--- config.mk ---
export PLATFORM = sky130hd
export DESIGN_NAME = cpu_boot_ctrl
export DESIGN_NICKNAME = d
export VERILOG_FILES = /design/src/rtl/cpu_boot_ctrl.sv
export SDC_FILE = /design/constraint.sdc
export NUM_CORES = 1
export LEC_CHECK = 0
export ABC_AREA = 1
export CAP_MARGIN = 20
export CORE_MARGIN = 2
export CORE_UTILIZATION = 60
export DETAILED_ROUTE_END_ITERATION = 6
export PLACE_DENSITY_LB_ADDON = 0.25
export REMOVE_ABC_BUFFERS = 1
export SLEW_MARGIN = 40
export SYNTH_ARGS = -nofsm -noshare
export SYNTH_HDL_FRONTEND = slang
export SYNTH_SLANG_ARGS = --single-unit
--- constraint.sdc ---
create_clock -name clk -period 3.5 [get_ports clk]
set_input_delay 0.7 -clock clk [delete_from_list [all_inputs] [get_ports clk]]
set_output_delay 0.7 -clock clk [all_outputs]
set_load 0.005 [all_outputs]
--- src/rtl/cpu_boot_ctrl.sv ---
// Boot loader: buffers host code words in a small FIFO and streams them
// gaplessly into the CPU code BRAM, then releases the CPU into RUN.
module cpu_boot_ctrl #(
    parameter int CODE_WORDS = 1024,
    parameter int FIFO_DEPTH = 16
) (
    input  logic        clk,
    input  logic        rst,
    input  logic        start,
    input  logic        halt,
    input  logic        ld_valid,
    input  logic [15:0] ld_data,
    output logic        ld_ready,
    output logic [2:1]  cpu_rst,
    output logic [15:0] cpu_par,
    output logic        boot_done,
    output logic        busy,
    output logic        err,
    output logic [11:0] words_loaded
);
    localparam int AW = $clog2(FIFO_DEPTH);
    localparam int CW = AW + 1;
    localparam logic [CW-1:0] DEPTH = CW'(FIFO_DEPTH);
    localparam logic [11:0]   TOTAL = 12'(CODE_WORDS);

    typedef enum logic [2:0] {IDLE, FILL, LOAD, START, RUN} state_t;
    state_t state, state_nx;

    logic [15:0]   mem [FIFO_DEPTH];
    logic [AW-1:0] wr_ptr, rd_ptr;
    logic [CW-1:0] count, count_nx;
    logic [11:0]   acc_cnt, acc_nx, loaded_nx;
    logic          push, pop, flush, clear, err_set;
    logic          boot_done_nx, ld_ready_nx, busy_nx;
    logic [2:1]    cpu_rst_nx;

    assign push = ld_valid & ld_ready;

    // Registered outputs are computed for the state being entered, so a pop
    // decided here lands on cpu_par in the same cycle that cpu_rst shows LOAD.
    always_comb begin
        state_nx     = state;
        pop          = 1'b0;
        flush        = 1'b0;
        clear        = 1'b0;
        err_set      = 1'b0;
        cpu_rst_nx   = 2'b00;
        boot_done_nx = 1'b0;
        case (state)
            IDLE: begin
                if (start && !halt) begin
                    state_nx = FILL;
                    clear    = 1'b1;
                end
            end
            FILL: begin
                if (halt) begin
                    state_nx = IDLE;
                    flush    = 1'b1;
                end else if (count == DEPTH || acc_cnt == TOTAL) begin
                    state_nx   = LOAD;
                    pop        = 1'b1;
                    cpu_rst_nx = 2'b01;
                end
            end
            LOAD: begin
                if (halt) begin
                    state_nx = IDLE;
                    flush    = 1'b1;
                end else if (words_loaded == TOTAL) begin
                    state_nx = START;
                end else if (count != '0) begin
                    pop        = 1'b1;
                    cpu_rst_nx = 2'b01;
                end else begin
                    // Underflow: abort instead of clocking a stale word in.
                    state_nx = IDLE;
                    flush    = 1'b1;
                    err_set  = 1'b1;
                end
            end
            START: begin
                if (halt) begin
                    state_nx = IDLE;
                    flush    = 1'b1;
                end else begin
                    state_nx     = RUN;
                    cpu_rst_nx   = 2'b10;
                    boot_done_nx = 1'b1;
                end
            end
            RUN: begin
                if (halt) begin
                    state_nx = IDLE;
                    flush    = 1'b1;
                end else begin
                    cpu_rst_nx = 2'b10;
                end
            end
            default: state_nx = IDLE;
        endcase
    end

    always_comb begin
        count_nx = count + CW'(push) - CW'(pop);
        if (flush || clear) count_nx = '0;
        acc_nx      = clear ? 12'd0 : acc_cnt + 12'(push);
        loaded_nx   = clear ? 12'd0 : words_loaded + 12'(pop);
        ld_ready_nx = (state_nx == FILL || state_nx == LOAD) &&
                      (count_nx < DEPTH) && (acc_nx < TOTAL);
        busy_nx     = (state_nx == FILL) || (state_nx == LOAD) || (state_nx == START);
    end

    always_ff @(posedge clk or negedge rst) begin
        if (!rst) begin
            state        <= IDLE;
            wr_ptr       <= '0;
            rd_ptr       <= '0;
            count        <= '0;
            acc_cnt      <= '0;
            ld_ready     <= 1'b0;
            cpu_rst      <= 2'b00;
            cpu_par      <= '0;
            boot_done    <= 1'b0;
            busy         <= 1'b0;
            err          <= 1'b0;
            words_loaded <= '0;
        end else begin
            state        <= state_nx;
            count        <= count_nx;
            acc_cnt      <= acc_nx;
            words_loaded <= loaded_nx;
            ld_ready     <= ld_ready_nx;
            cpu_rst      <= cpu_rst_nx;
            boot_done    <= boot_done_nx;
            busy         <= busy_nx;
            err          <= clear ? 1'b0 : (err | err_set);
            if (pop) cpu_par <= mem[rd_ptr];
            if (flush || clear) begin
                wr_ptr <= '0;
                rd_ptr <= '0;
            end else begin
                if (push) wr_ptr <= wr_ptr + AW'(1);
                if (pop)  rd_ptr <= rd_ptr + AW'(1);
            end
        end
    end

    always_ff @(posedge clk) begin
        if (push) mem[wr_ptr] <= ld_data;
    end
endmodule

# After elaboration in Yosys (flattened, before gate mapping)

Memory sizes are Yosys's and may differ from the RTL's. A register that Yosys moved wholly into a read port is not among the register bits.
Index checks and enable logic that the tools add are counted.

Output and inout bits: 34
ROM bits: 0
Register bits after elaboration: 46
Memories: 1
RAM bits: 256
Bits in latches: 0

Memory list:

| memory | depth | bits a word | rd ports | clocked after Yosys merged registers in | wr ports | line | RTL |
|---|---|---|---|---|---|---|---|
| mem    | 16    | 16          | 1        | 1                                       | 1        | 29   | `logic [15:0] mem [FIFO_DEPTH];` |

Bitwise gates (word level): 2
Reductions and logical operators: 15
Shift operators: 0
Divide/modulo/power cells: 0
Muxes and demuxes: 43
Eq/ne operators: 10
Order comparisons: 2
$mul: 0
Add/subtract/negate cells: 6

Operators with widths:

| kind                                                          | number |
|---|---|
| adder 12 x 1 -> 12 bit                                        | 2 |
| equality test 12 x 11 -> 1 bit (second input constant)        | 2 |
| two-way mux 12 bit                                            | 2 |
| two-way mux 3 bit                                             | 8 |
| two-way mux 1 bit                                             | 23 |
| two-way mux 4 bit                                             | 4 |
| one-hot mux 3 bit (5 select lines)                            | 1 |
| equality test 3 x 2 -> 1 bit (second input constant)          | 4 |
| less-than comparator 12 x 11 -> 1 bit (second input constant) | 1 |
| adder 4 x 1 -> 4 bit (second input constant)                  | 2 |
| equality test 3 x 1 -> 1 bit (second input constant)          | 2 |
| one-hot mux 2 bit (3 select lines)                            | 1 |
| adder 5 x 1 -> 5 bit                                          | 1 |
| equality test 5 bit (second input constant)                   | 1 |
| less-than comparator 5 bit (second input constant)            | 1 |
| two-way mux 5 bit                                             | 1 |
| nonzero test 5 bit                                            | 1 |
| subtractor 5 x 1 -> 5 bit                                     | 1 |
| logical OR 1 bit                                              | 4 |
| one-hot mux 1 bit (2 select lines)                            | 2 |
| nonzero test 2 bit                                            | 2 |
| equality test 3 bit (second input constant)                   | 1 |
| logical AND 1 bit                                             | 3 |
| zero test 3 bit                                               | 1 |
| 6 further kinds                                               | 7 |

# Depth between registers and ports, before layout

Word-level depth: 10
Gate-level depth with buffers: 19
Depth with buffers taken out: 18

# Worst setup path before layout

OpenSTA, ideal clock, no wires.

Path kind: flip-flop to flip-flop
Start: reg count[3]
End: reg ld_ready
Required time: 3.385 ns
Stages on the path, launching flop included: 20
Clock period less this slack: 2.786 ns
Setup slack: 0.714 ns
Data arrival time: 2.671 ns
Path buffers: 1
Cells stage by stage: dfrtp_1 > inv_1 > ha_1 > nand3_1 > nor2_1 > inv_1 > nand4_2 > nand2_2 > buf_4 > ha_1 > inv_1 > ha_1 > fa_1 > nand2_1 > nand2_1 > a21oi_1 > xnor2_1 > nand2_1 > nand2_1 > nor2_1

Word-level cells in the longest chain between the ends: 10

Ends and longest elaborated chain:

| item                                                      | line   | RTL |
|---|---|---|
| start, declared                                           | 31     | `logic [CW-1:0] count, count_nx;` |
| start signal, assigned                                    | 130    | `count <= count_nx;` |
| nonzero test 5 bit or equality test 5 bit (tied branches) | 72, 60 |  |
| two-way mux 1 bit or logical OR 1 bit (tied branches)     | 72, 60 |  |
| two-way mux 1 bit (on tied branches)                      | 70, 60 |  |
| two-way mux 1 bit (on tied branches)                      | 67, 57 |  |
| one-hot mux 1 bit (2 select lines) *                      | 49     | `case (state)` |
| net pop                                                   | 33     | `logic push, pop, flush, clear, err_set;` |
| subtractor 5 x 1 -> 5 bit *                               | 105    | `count_nx = count + CW'(push) - CW'(pop);` |
| two-way mux 5 bit *                                       | 106    | `if (flush \|\| clear) count_nx = '0;` |
| less-than comparator 5 bit *                              | 110    | `(count_nx < DEPTH) && (acc_nx < TOTAL);` |
| logical AND 1 bit *                                       | 109    | `ld_ready_nx = (state_nx == FILL \|\| state_nx == LOAD) &&` |
| logical AND 1 bit *                                       | 110    |  |
| net ld_ready_nx                                           | 34     | `logic boot_done_nx, ld_ready_nx, busy_nx;` |
| end signal, assigned                                      | 133    | `ld_ready <= ld_ready_nx;` |
| end, declared                                             | 13     | `output logic ld_ready,` |

Mark *: on every way through the listed nets, which the timed path passes. The rest lies on a longest branch.
A chain may end at the register's enable or synchronous reset.

# Final worst setup path

Start: reg count[3]
End: reg ld_ready

Word-level cells in the longest chain between the ends: 10

Ends and longest elaborated chain:

| item                                                          | line |
|---|---|
| nonzero test 5 bit or equality test 5 bit (tied branches)     | 72, 60 |
| two-way mux 1 bit or logical OR 1 bit (tied branches)         | 72, 60 |
| two-way mux 1 bit (on tied branches)                          | 70, 60 |
| two-way mux 1 bit (on tied branches)                          | 67, 57 |
| one-hot mux 1 bit (2 select lines)                            | 49 |
| subtractor 5 x 1 -> 5 bit or logical OR 1 bit (tied branches) | 105, 106 |
| two-way mux 5 bit                                             | 106 |
| less-than comparator 5 bit                                    | 110 |
| logical AND 1 bit *                                           | 109 |
| logical AND 1 bit *                                           | 110 |
| net ld_ready_nx                                               | 34 |

Marked as above.

==> results.txt <==
----------------------------------------------------
[Global routing]
  Total overflow reported by the global router ... 0
  Maximum number of pins on one net before global-route repair ... 68
  Via count of the first global-routing pass ... 8628
  Antenna violations before repair ... 0
  Global Route Usage Sum ... around a quarter
  Wire length of the first global-routing pass ... about 47000 um

[Synth]
  Commonest cells in the netlist ... sky130_fd_sc_hd__nand2_1 (286), sky130_fd_sc_hd__edfxtp_1 (256), sky130_fd_sc_hd__nor2_1 (128)
  Main combinational cell family by area after synthesis ... simple AND/OR/NAND/NOR gates
  Most instantiated flip-flop cell in the synthesis netlist ... sky130_fd_sc_hd__edfxtp_1
  Count leader, synth ... sky130_fd_sc_hd__nand2_1
  Cells taking the most area after synthesis ... sky130_fd_sc_hd__edfxtp_1 (59%), sky130_fd_sc_hd__dfrtp_1 (12%), sky130_fd_sc_hd__nand2_1 (8.2%), sky130_fd_sc_hd__nor2_1 (3.7%), sky130_fd_sc_hd__o21ai_0 (2.6%)
  Share of the synthesized area in the top cell type ... between 50% and 60%
  Share of the synthesized netlist area taken by xor and xnor gates ... 0.534%
  Cell area after synthesis ... between 10000 and 15000 um2
  Synth area leader ... sky130_fd_sc_hd__edfxtp_1
  Share of synthesized registers carrying an async set or reset ... about a fifth
  Post-Synthesis Cells ... 1149
  Post-synthesis area per instance ... around 11 um2
  Number of enable flip-flop cells after synthesis ... 256
  Share of synthesized area occupied by flip-flops and latches ... between 70 and 80%
  Flops & latches, synth ... around 320
  Area share of and/or/nand/nor cells after synthesis ... between 15 and 20%
  Compound-Gate Fraction of Synth Area ... under 10%
  Post-synthesis mux area share ... 0%
  Count of distinct cell types in the synthesized netlist ... 37
  Yosys warning count ... 0
  Adder and majority cell fraction of the synthesized area ... between 1.5 and 2%

[Die]
  FP Rows ... between 50 and 60
  Die extent in y ... 152 um
  Initial core utilization ... between 60% and 70%
  Die Wd ... around 150 um
  DIE AREA ... about 23000 um2
  Number of ports placed on the die boundary ... 55
  Total core area ... about 22000 um2

[Status]
  Outcome ... complete, no violations

[STA]
  Worst max-slew margin expressed relative to the limit ... 45.5%
  Setup skew after layout ... ~0.012 ns
  Unrepaired setup endpoints after global routing ... no
  Clock period minus worst slack ... about 2.9 ns
  Final cycle utilization of the critical path ... 83.6%
  Pins over their slew limit ... 0
  Worst-Margin Slew ... 0.816 ns
  Final Hold Violating Endpoints ... 0
  Setup violators final ... 0
  Highest clock rate ... about 340 MHz
  Final worst setup slack ... around 0.57 ns

[Clock network]
  Clock buffer depth ... 3
  Total clock sinks ... about 320
  CTS tree ... yes
  Clock buffers created by TritonCTS ... 30
  CTS Hold Bufs ... 0
  Clock latency of the later-clocked register in the worst-skew pair ... 0.55 ns
  Post-CTS sizing ... 0
  Clock edge transition at the registers on the reported setup and hold paths ... approximately 0.06 ns
  Number of buffers added for setup after CTS ... 0
  H-Tree Depth ... 1
  Cell at the root of the clock tree ... sky130_fd_sc_hd__clkbuf_16

[Route]
  Detailed Route Iter0 Violations ... around 910
  Routed WL ... 29800 um
  DRC viols ... 0
  Mean number of vias per cell ... between 5 and 6
  Detail Route Antenna Nets ... 0
  DR WL/cell ... between 15 and 20 um
  Total number of vias ... just under 9000
  First-pass iteration count of the detailed router ... 5

[Critical path]
  Crit Path Max Fanout ... 3
  Critical path type ... reg -> reg
  Arr. time, crit path ... around 3.4 ns
  Cell seen most often among critical-path stages ... sky130_fd_sc_hd__nand2_1
  Data required time at the worst endpoint ... about 4 ns
  Gate family responsible for the most delay along the worst path ... adder cells
  Highest cell delay on the worst timing path ... roughly 0.4 ns
  Worst Setup End Kind ... flip-flop
  Critical path cell sequence ... inv_1, ha_1, nand3_1, nor2_1, inv_1, nand4_2, nand2_2, ha_1, inv_1, ha_1, fa_1, nand2_1, nand2_1, a21oi_1, xnor2_1, nand2_1, nand2_1, nor2_1
  Buffering stage count on the worst path with inverters included ... 3
  Critical path startpoint category ... flip-flop
  Slowest cell on crit path ... sky130_fd_sc_hd__fa_1

[Placement]
  Worst slack, placed ... between 0.2 and 0.25 ns
  Placement Cell Area ... between 10000 and 15000 um2
  Routability congestion estimate from global placement ... between 0.8 and 0.9
  Dpl hpwl ... approximately 17000 um
  Input/output buffers ... 54

[Final layout]
  Signed area change from the synthesized netlist to the final layout ... 14.4%
  Proportion of layout cells with a drive suffix above 1 ... 8.95%
  Fillers ... ~1500
  Post-layout instance area ... between 15000 and 20000 um2
  Number of antenna diodes ... 0
  Layout net count ... between 1000 and 1500

[Power]
  LEAKAGE ... 5.79 nW
  Total power ... 9.73 mW
  Power density relative to cell area ... around 650 nW/um2
  Peak supply drop ... 0.344 mV

[Job]
  Max-cap viol count ... 0

[Min path]
  Path type of the worst min-delay path ... in -> async

----------------------------------------------------
## worst register-to-register path: cells and delay by family, from the launching register on
family / cells / cell delay [ns]
buffers and inverters: 3 / 0.23
xor gates and xnor gates: 1 / 0.13
AOI/OAI and AO/OA: 1 / 0.15
adders and majority gates: 4 / 1.08
and+or+nand+nor: 9 / 0.86
DFF: 1 / 0.40
## placed cells by master (no fill, tap or decap), types with 7 or more instances in the layout
cell type                         count
sky130_fd_sc_hd__a21oi_1             51
sky130_fd_sc_hd__a31oi_1             12
sky130_fd_sc_hd__buf_4               32
sky130_fd_sc_hd__clkbuf_1             9
sky130_fd_sc_hd__clkbuf_16           31
sky130_fd_sc_hd__clkdlybuf4s50_1     53
sky130_fd_sc_hd__clkinv_1             7
sky130_fd_sc_hd__dfrtp_1             61
sky130_fd_sc_hd__edfxtp_1           256
sky130_fd_sc_hd__ha_1                15
sky130_fd_sc_hd__inv_1               54
sky130_fd_sc_hd__nand2_1            286
sky130_fd_sc_hd__nand3_1             58
sky130_fd_sc_hd__nor2_1             112
sky130_fd_sc_hd__nor2_2              20
sky130_fd_sc_hd__nor3_1              11
sky130_fd_sc_hd__o211ai_1            13
sky130_fd_sc_hd__o21ai_0             69
sky130_fd_sc_hd__o21ai_1             24
sky130_fd_sc_hd__o22ai_1             18
## metrics by stage
stage / instances / utilization [%] / TNS, ns / hold WS (ns)
finish: 1520 / 69.4 / 0 / 0.166
global route: 1520 / 69.4 / 0 / 0.210
CTS: 1520 / 69.4 / 0 / 0.176
detailed placement: 1465 / 64.9 / 0 / 0.464
global placement: 1465 / 64.9 / 0 / 0.460
floorplan: 1098 / - / -14.59 / 0.404
## power breakdown
group / total, mW / internal, mW / switching, mW
Sequential: 4.47 / 4.30 / 0.163
Clock: 3.21 / 1.90 / 1.32
Combinational: 2.05 / 0.745 / 1.30
## flip-flops by register name (all words and copies together), names as in the netlist
register and count:
count 5, boot_done 1, state 3, err 1
wr_ptr 4, words_loaded 12, cpu_rst 2, cpu_par 16
ld_ready 1, acc_cnt 12, rd_ptr 4, mem 256
busy 1
## metal layers
layer / global-route usage [%] / up-vias / wire length (um)
met3: 3.65 / 62 / 2520
met2: 42.2 / 389 / 14300
li1: - / 4105 / -
met1: 36.5 / 4186 / 12200
met5: 0 / - / 0
met4: 8.95 / 0 / 864
## layout make-up
type / instances / area, um2 / area share, %
tap: 280 / 350 / 2.33
clock inverter: 12 / 128 / 0.850
clock buffer: 43 / 851 / 5.67
multi-input combinational: 718 / 3400 / 22.7
timing repair buffer: 87 / 802 / 5.34
sequential: 318 / 9240 / 61.6
inverter: 62 / 234 / 1.56
## worst paths after layout
| path | start | end | slack [ns] | depth (start not counted) |
|---|---|---|---|---|
| worst min-delay path | rst | state[0]$_DFF_PN0_ | 0.17 | 1 |
| worst max-delay path | count[3]$_DFF_PN0_ | ld_ready$_DFF_PN0_ | 0.57 | 18 |
| worst max register to register | count[3]$_DFF_PN0_ | ld_ready$_DFF_PN0_ | 0.57 | 18 |
| worst min register to register | cpu_par[8]$_DFFE_PN0P_ | cpu_par[8]$_DFFE_PN0P_ | 0.47 | 2 |
| max in group asynchronous | rst | rd_ptr[0]$_DFFE_PN0P_ | 2.85 | 1 |
| min in group clk | cpu_par[8]$_DFFE_PN0P_ | cpu_par[8]$_DFFE_PN0P_ | 0.47 | 2 |
## cells by family (layout without fill, tap and decap cells)
family,count (synthesis),in the layout
and+or+nand+nor,503,503
DFF,318,318
AOI/OAI and AO/OA,191,191
buffers and inverters,113,204
adders and majority gates,16,16
xor gates and xnor gates,8,8
Note: power is estimated with default switching activity, not from simulation.
